===== src/rtl/fde_pkg.sv =====
// Shared fetch/decode/execute definitions: sequencer state encodings and opcode
// classification used by the fetch and decode stages.
package fde_pkg;

  typedef enum logic [2:0] {
    ST_IDLE     = 3'd0,
    ST_FETCH    = 3'd1,
    ST_WAIT_MEM = 3'd2,
    ST_DECODE   = 3'd3,
    ST_EXECUTE  = 3'd4,
    ST_HALT     = 3'd5
  } state_t;

  localparam logic [3:0] OPC_HALT     = 4'hF;
  localparam int         OPC_LONG_BIT = 3;

  function automatic logic is_long_op(input logic [3:0] opcode);
    return opcode[OPC_LONG_BIT];
  endfunction

endpackage


===== src/rtl/sat_counter16.sv =====
// 16-bit event counter with synchronous active-low clear; sticks at all-ones
// instead of wrapping.
module sat_counter16 (
  input  logic        i_clk,
  input  logic        i_clear_n,
  input  logic        i_en,
  output logic [15:0] o_count
);

  logic [15:0] count;
  logic [15:0] count_next;

  always_comb begin
    count_next = count;
    if (i_en && (count != 16'hFFFF)) begin
      count_next = count + 16'd1;
    end
  end

  always_ff @(posedge i_clk) begin
    if (!i_clear_n) begin
      count <= 16'd0;
    end else begin
      count <= count_next;
    end
  end

  assign o_count = count;

endmodule


===== src/rtl/fde_sequencer.sv =====
// Moore fetch/decode/execute sequencer: paces the PC and stage enables one
// instruction at a time and counts retired instructions.
module fde_sequencer
  import fde_pkg::*;
#(
  parameter int         EXEC_LONG = 2,
  parameter logic [3:0] OP_HALT   = OPC_HALT
) (
  input  logic        i_clk,
  input  logic        i_reset,
  input  logic        i_start,
  input  logic        i_pause,
  input  logic        i_mem_ready,
  input  logic [3:0]  i_opcode,
  output logic        o_stop,
  output logic        o_fetch_en,
  output logic        o_decode_en,
  output logic        o_exec_en,
  output logic        o_halted,
  output logic [2:0]  o_state,
  output logic [15:0] o_instr_cnt
);

  localparam int EXEC_W = (EXEC_LONG > 1) ? $clog2(EXEC_LONG + 1) : 1;
  localparam logic [EXEC_W-1:0] EXEC_LOAD = EXEC_W'(EXEC_LONG);

  state_t            state;
  state_t            state_next;
  logic [EXEC_W-1:0] exec_cnt;
  logic [EXEC_W-1:0] exec_cnt_next;
  logic              retire;

  assign retire = (state == ST_EXECUTE) && (exec_cnt == '0);

  always_ff @(posedge i_clk) begin
    if (!i_reset) begin
      state    <= ST_IDLE;
      exec_cnt <= '0;
    end else begin
      state    <= state_next;
      exec_cnt <= exec_cnt_next;
    end
  end

  // The exec counter holds the number of execute cycles still owed after this one.
  always_comb begin
    state_next    = state;
    exec_cnt_next = exec_cnt;
    unique case (state)
      ST_IDLE: begin
        if (i_start) state_next = ST_FETCH;
      end
      ST_FETCH: begin
        state_next = ST_WAIT_MEM;
      end
      ST_WAIT_MEM: begin
        if (i_mem_ready) state_next = ST_DECODE;
      end
      ST_DECODE: begin
        if (i_opcode == OP_HALT) begin
          state_next = ST_HALT;
        end else begin
          state_next    = ST_EXECUTE;
          exec_cnt_next = is_long_op(i_opcode) ? EXEC_LOAD : '0;
        end
      end
      ST_EXECUTE: begin
        if (exec_cnt != '0) begin
          exec_cnt_next = exec_cnt - EXEC_W'(1);
        end else begin
          state_next = i_pause ? ST_IDLE : ST_FETCH;
        end
      end
      ST_HALT: begin
        state_next = ST_HALT;
      end
      default: begin
        state_next = ST_IDLE;
      end
    endcase
  end

  always_comb begin
    o_stop      = (state != ST_FETCH);
    o_fetch_en  = (state == ST_FETCH);
    o_decode_en = (state == ST_DECODE);
    o_exec_en   = (state == ST_EXECUTE);
    o_halted    = (state == ST_HALT);
    o_state     = state;
  end

  sat_counter16 u_instr_cnt (
    .i_clk     (i_clk),
    .i_clear_n (i_reset),
    .i_en      (retire),
    .o_count   (o_instr_cnt)
  );

endmodule


===== config.mk =====
export PLATFORM = sky130hd
export DESIGN_NAME = fde_sequencer
export DESIGN_NICKNAME = d
export VERILOG_FILES = /design/src/rtl/fde_pkg.sv /design/src/rtl/sat_counter16.sv /design/src/rtl/fde_sequencer.sv
export SDC_FILE = /design/constraint.sdc
export NUM_CORES = 1
export LEC_CHECK = 0
export CORE_MARGIN = 4
export CORE_UTILIZATION = 46
export DETAILED_ROUTE_END_ITERATION = 10
export PLACE_DENSITY = 0.8
export SLEW_MARGIN = 40
export SYNTH_ARGS = -nofsm -noshare
export SYNTH_HDL_FRONTEND = slang
export SYNTH_SLANG_ARGS = --single-unit
export TNS_END_PERCENT = 100

===== constraint.sdc =====
create_clock -name i_clk -period 2.1 [get_ports i_clk]
set_input_delay 0.21 -clock i_clk [delete_from_list [all_inputs] [get_ports i_clk]]
set_output_delay 0.21 -clock i_clk [all_outputs]
set_load 0.02 [all_outputs]

==> out/metrics.json <==
{
  "dpl_cell_area_sq_um": 1470,
  "hpwl_um": 2000,
  "insertion_delay_ps": 310,
  "routed_vias_inst": 5.72,
  "worstPathArrival_ps": 1710,
  "worst_ir_drop_vdd_uv": 361,
  "cts_tree": "yes",
  "critical_path_required_ps": 1890,
  "async_set_or_reset_flop_fraction_in_the_synthesized_netlist": 0,
  "synthesized_net_count": 141,
  "netlist-cell-type-count": 37,
  "ys_seq_area_frac": 0.377,
  "diodes": 0,
  "grt_first_pass_wirelength_um": 4750,
  "count_of_flip_flops_with_a_built_in_enable_after_synthesis": 0,
  "clk_transition_reported_paths_ps": 120,
  "period_share": 0.914,
  "crit_end_category": "output pin",
  "power.density_nw_per_um2": 516,
  "cell_chosen_for_the_clock_root": "sky130_fd_sc_hd__clkbuf_4",
  "synth_area_sq_um": 1110,
  "finalHoldViolations": 0,
  "portBuffers": 32,
  "die-area_sq_um": 3280,
  "place.gp.congestion": 0.759,
  "synth.ff_latch_count": 21,
  "syn_area_per_cell_sq_um": 8.58,
  "core_sq_um": 2250,
  "die_height_um": 57.2,
  "top_level_ports": 33,
  "grt_max_degree": 17,
  "drt_iter0_markers": 28,
  "max-clock-path-buffers": 2,
  "rsz0062_at_grt": "no",
  "floorplan.initialDensity": 0.494,
  "routed_wirelength_um": 2670,
  "rows": 17,
  "drt.antenna.violating_nets": 0,
  "max_cap_viol_count": 0,
  "tightestPinTransition_ps": 513,
  "minimum_clock_period_ps": 1920,
  "ctsHoldBuffers": 0,
  "cts.sink_count": 21,
  "worst_clock_skew_ps": 6.75,
  "final_net_count": 176,
  "drive_gt1_frac": 0.0793,
  "crit_path_max_fanout": 8,
  "first_global_vias": 1079,
  "synthesis.yosys.warnings": 0,
  "final.setup.tns_ps": 0,
  "grt.total_usage": 0.177,
  "power.static_leakage_uw": 0.000529,
  "min_delay_worst_type": "reg2reg",
  "syn-instance-count": 130,
  "final_cell_area_sq_um": 1500,
  "cts_inserted_buffers": 3,
  "post_drt_wl_per_cell_um": 13.9,
  "drc": 0,
  "syn2layout_area_growth_pct": 34.2,
  "timing.slew.headroom": 0.657,
  "fmaxAchievable_mhz": 521,
  "cp-start-kind": "flop",
  "post-cts-setup-buffers": 0,
  "run_status": "complete, no violations",
  "final-max-slew-violation-count": 0,
  "top_ff_cell_synth": "sky130_fd_sc_hd__dfxtp_1",
  "fp.dieW_um": 57.2,
  "firstDrtPassIters": 4,
  "overflow": 0,
  "htree_levels": 1,
  "timing.setup.critical_path_class": "reg2out",
  "final-setup-viol-count": 0,
  "antenna_found_initial": 0,
  "num_vias": 1098
}
[layer usage]
metal,vias to the layer above,track usage,part of all wire
met4,0,0.0795,0.010
met5,-,0,0
met3,4,0.0317,0.037
met1,524,0.205,0.45
li1,548,-,-
met2,22,0.315,0.50
[stage by stage]
stage | hold WS (ps) | util | worst slack (ps) | total power [uW] | instances
floorplan | 360 | - | 369 | 513 | 130
global placement | 460 | 0.650 | 311 | 575 | 188
detailed placement | 473 | 0.650 | 282 | 581 | 188
CTS | 494 | 0.663 | 53.6 | 779 | 192
global route | 536 | 0.664 | 74.9 | 812 | 192
finish | 488 | 0.664 | 180 | 772 | 192
[synth_stat cells (2+ instances only)]
library cell / count / share of area
sky130_fd_sc_hd__dfxtp_1: 21 / 0.38
sky130_fd_sc_hd__a21oi_1: 13 / 0.058
sky130_fd_sc_hd__nand2_1: 10 / 0.034
sky130_fd_sc_hd__inv_1: 8 / 0.027
sky130_fd_sc_hd__or3_1: 8 / 0.045
sky130_fd_sc_hd__o21ai_0: 7 / 0.031
sky130_fd_sc_hd__nand2b_1: 6 / 0.034
sky130_fd_sc_hd__nor2_1: 6 / 0.020
sky130_fd_sc_hd__nand3_1: 5 / 0.022
sky130_fd_sc_hd__mux2i_1: 4 / 0.036
sky130_fd_sc_hd__nor3_1: 4 / 0.018
sky130_fd_sc_hd__a211oi_1: 3 / 0.020
sky130_fd_sc_hd__nand4_1: 3 / 0.017
sky130_fd_sc_hd__or4_1: 3 / 0.020
sky130_fd_sc_hd__and4_1: 2 / 0.016
sky130_fd_sc_hd__clkbuf_1: 2 / 0.0067
sky130_fd_sc_hd__ha_1: 2 / 0.022
sky130_fd_sc_hd__o31ai_1: 2 / 0.013
sky130_fd_sc_hd__o41ai_1: 2 / 0.016
sky130_fd_sc_hd__xnor2_1: 2 / 0.016
[area by class of cell]
type                    count  area [sq um]
clock buffers               3          22.5
clock inverters             1          5.00
fillers                   191           758
inverters                   8          30.0
multi-input cells          98           652
flip-flops and latches     21           423
well taps                  28          35.0
repair buffers             33           329
[kinds of logic after synthesis]
kind of cell,synth area share
buf+inv,0.0382
fa+ha+maj,0.0224
mux,0.0359
flops,0.377
simple gates,0.328
compound gates,0.183
xor+xnor,0.0157
[power breakdown]
part | switching (uW) | internal, uW
sequential | 19.2 | 410
combinational | 67.6 | 74.7
clock | 129 | 71.1
[timing repair]
action | CTS | global route
gates cloned | 0 | 0
gates resized for setup | 3 | 1
endpoints found under the setup margin | 2 | 1
[worst paths after layout]
path / from / to / slack (ps) / cells past startpoint
max: o_state[0] / o_stop / 180 / 3
min: exec_cnt[1] / exec_cnt[1] / 490 / 2
max reg2reg: u_instr_cnt.o_count[0] / u_instr_cnt.o_count[3] / 320 / 5
min reg2reg: exec_cnt[1] / exec_cnt[1] / 490 / 2
[worst max-delay path, cell delays in order, from the launching register on]
cell and delay, ps:
sky130_fd_sc_hd__dfxtp_2 420, sky130_fd_sc_hd__inv_1 110, sky130_fd_sc_hd__or3_1 330, sky130_fd_sc_hd__clkdlybuf4s50_1 550
[sequential cells by signal (all words and copies together) (netlist names)]
register	flops
o_state	3
exec_cnt	2
u_instr_cnt.o_count	16
[cells in the final DEF (no fill, tap or decap), types with 2 or more instances in the layout]
cell type                         instances
sky130_fd_sc_hd__a211oi_1                 3
sky130_fd_sc_hd__a21oi_1                 13
sky130_fd_sc_hd__and4_1                   2
sky130_fd_sc_hd__clkbuf_4                 3
sky130_fd_sc_hd__clkdlybuf4s50_1         30
sky130_fd_sc_hd__dfxtp_1                 19
sky130_fd_sc_hd__dfxtp_2                  2
sky130_fd_sc_hd__ha_1                     2
sky130_fd_sc_hd__inv_1                    8
sky130_fd_sc_hd__mux2i_1                  4
sky130_fd_sc_hd__nand2_1                 10
sky130_fd_sc_hd__nand2b_1                 6
sky130_fd_sc_hd__nand3_1                  5
sky130_fd_sc_hd__nand4_1                  3
sky130_fd_sc_hd__nor2_1                   6
sky130_fd_sc_hd__nor3_1                   4
sky130_fd_sc_hd__o21ai_0                  7
sky130_fd_sc_hd__o31ai_1                  2
sky130_fd_sc_hd__o41ai_1                  2
sky130_fd_sc_hd__or3_1                    8
sky130_fd_sc_hd__or4_1                    3
sky130_fd_sc_hd__xnor2_1                  2
Note: power is estimated with default switching activity, not from simulation.
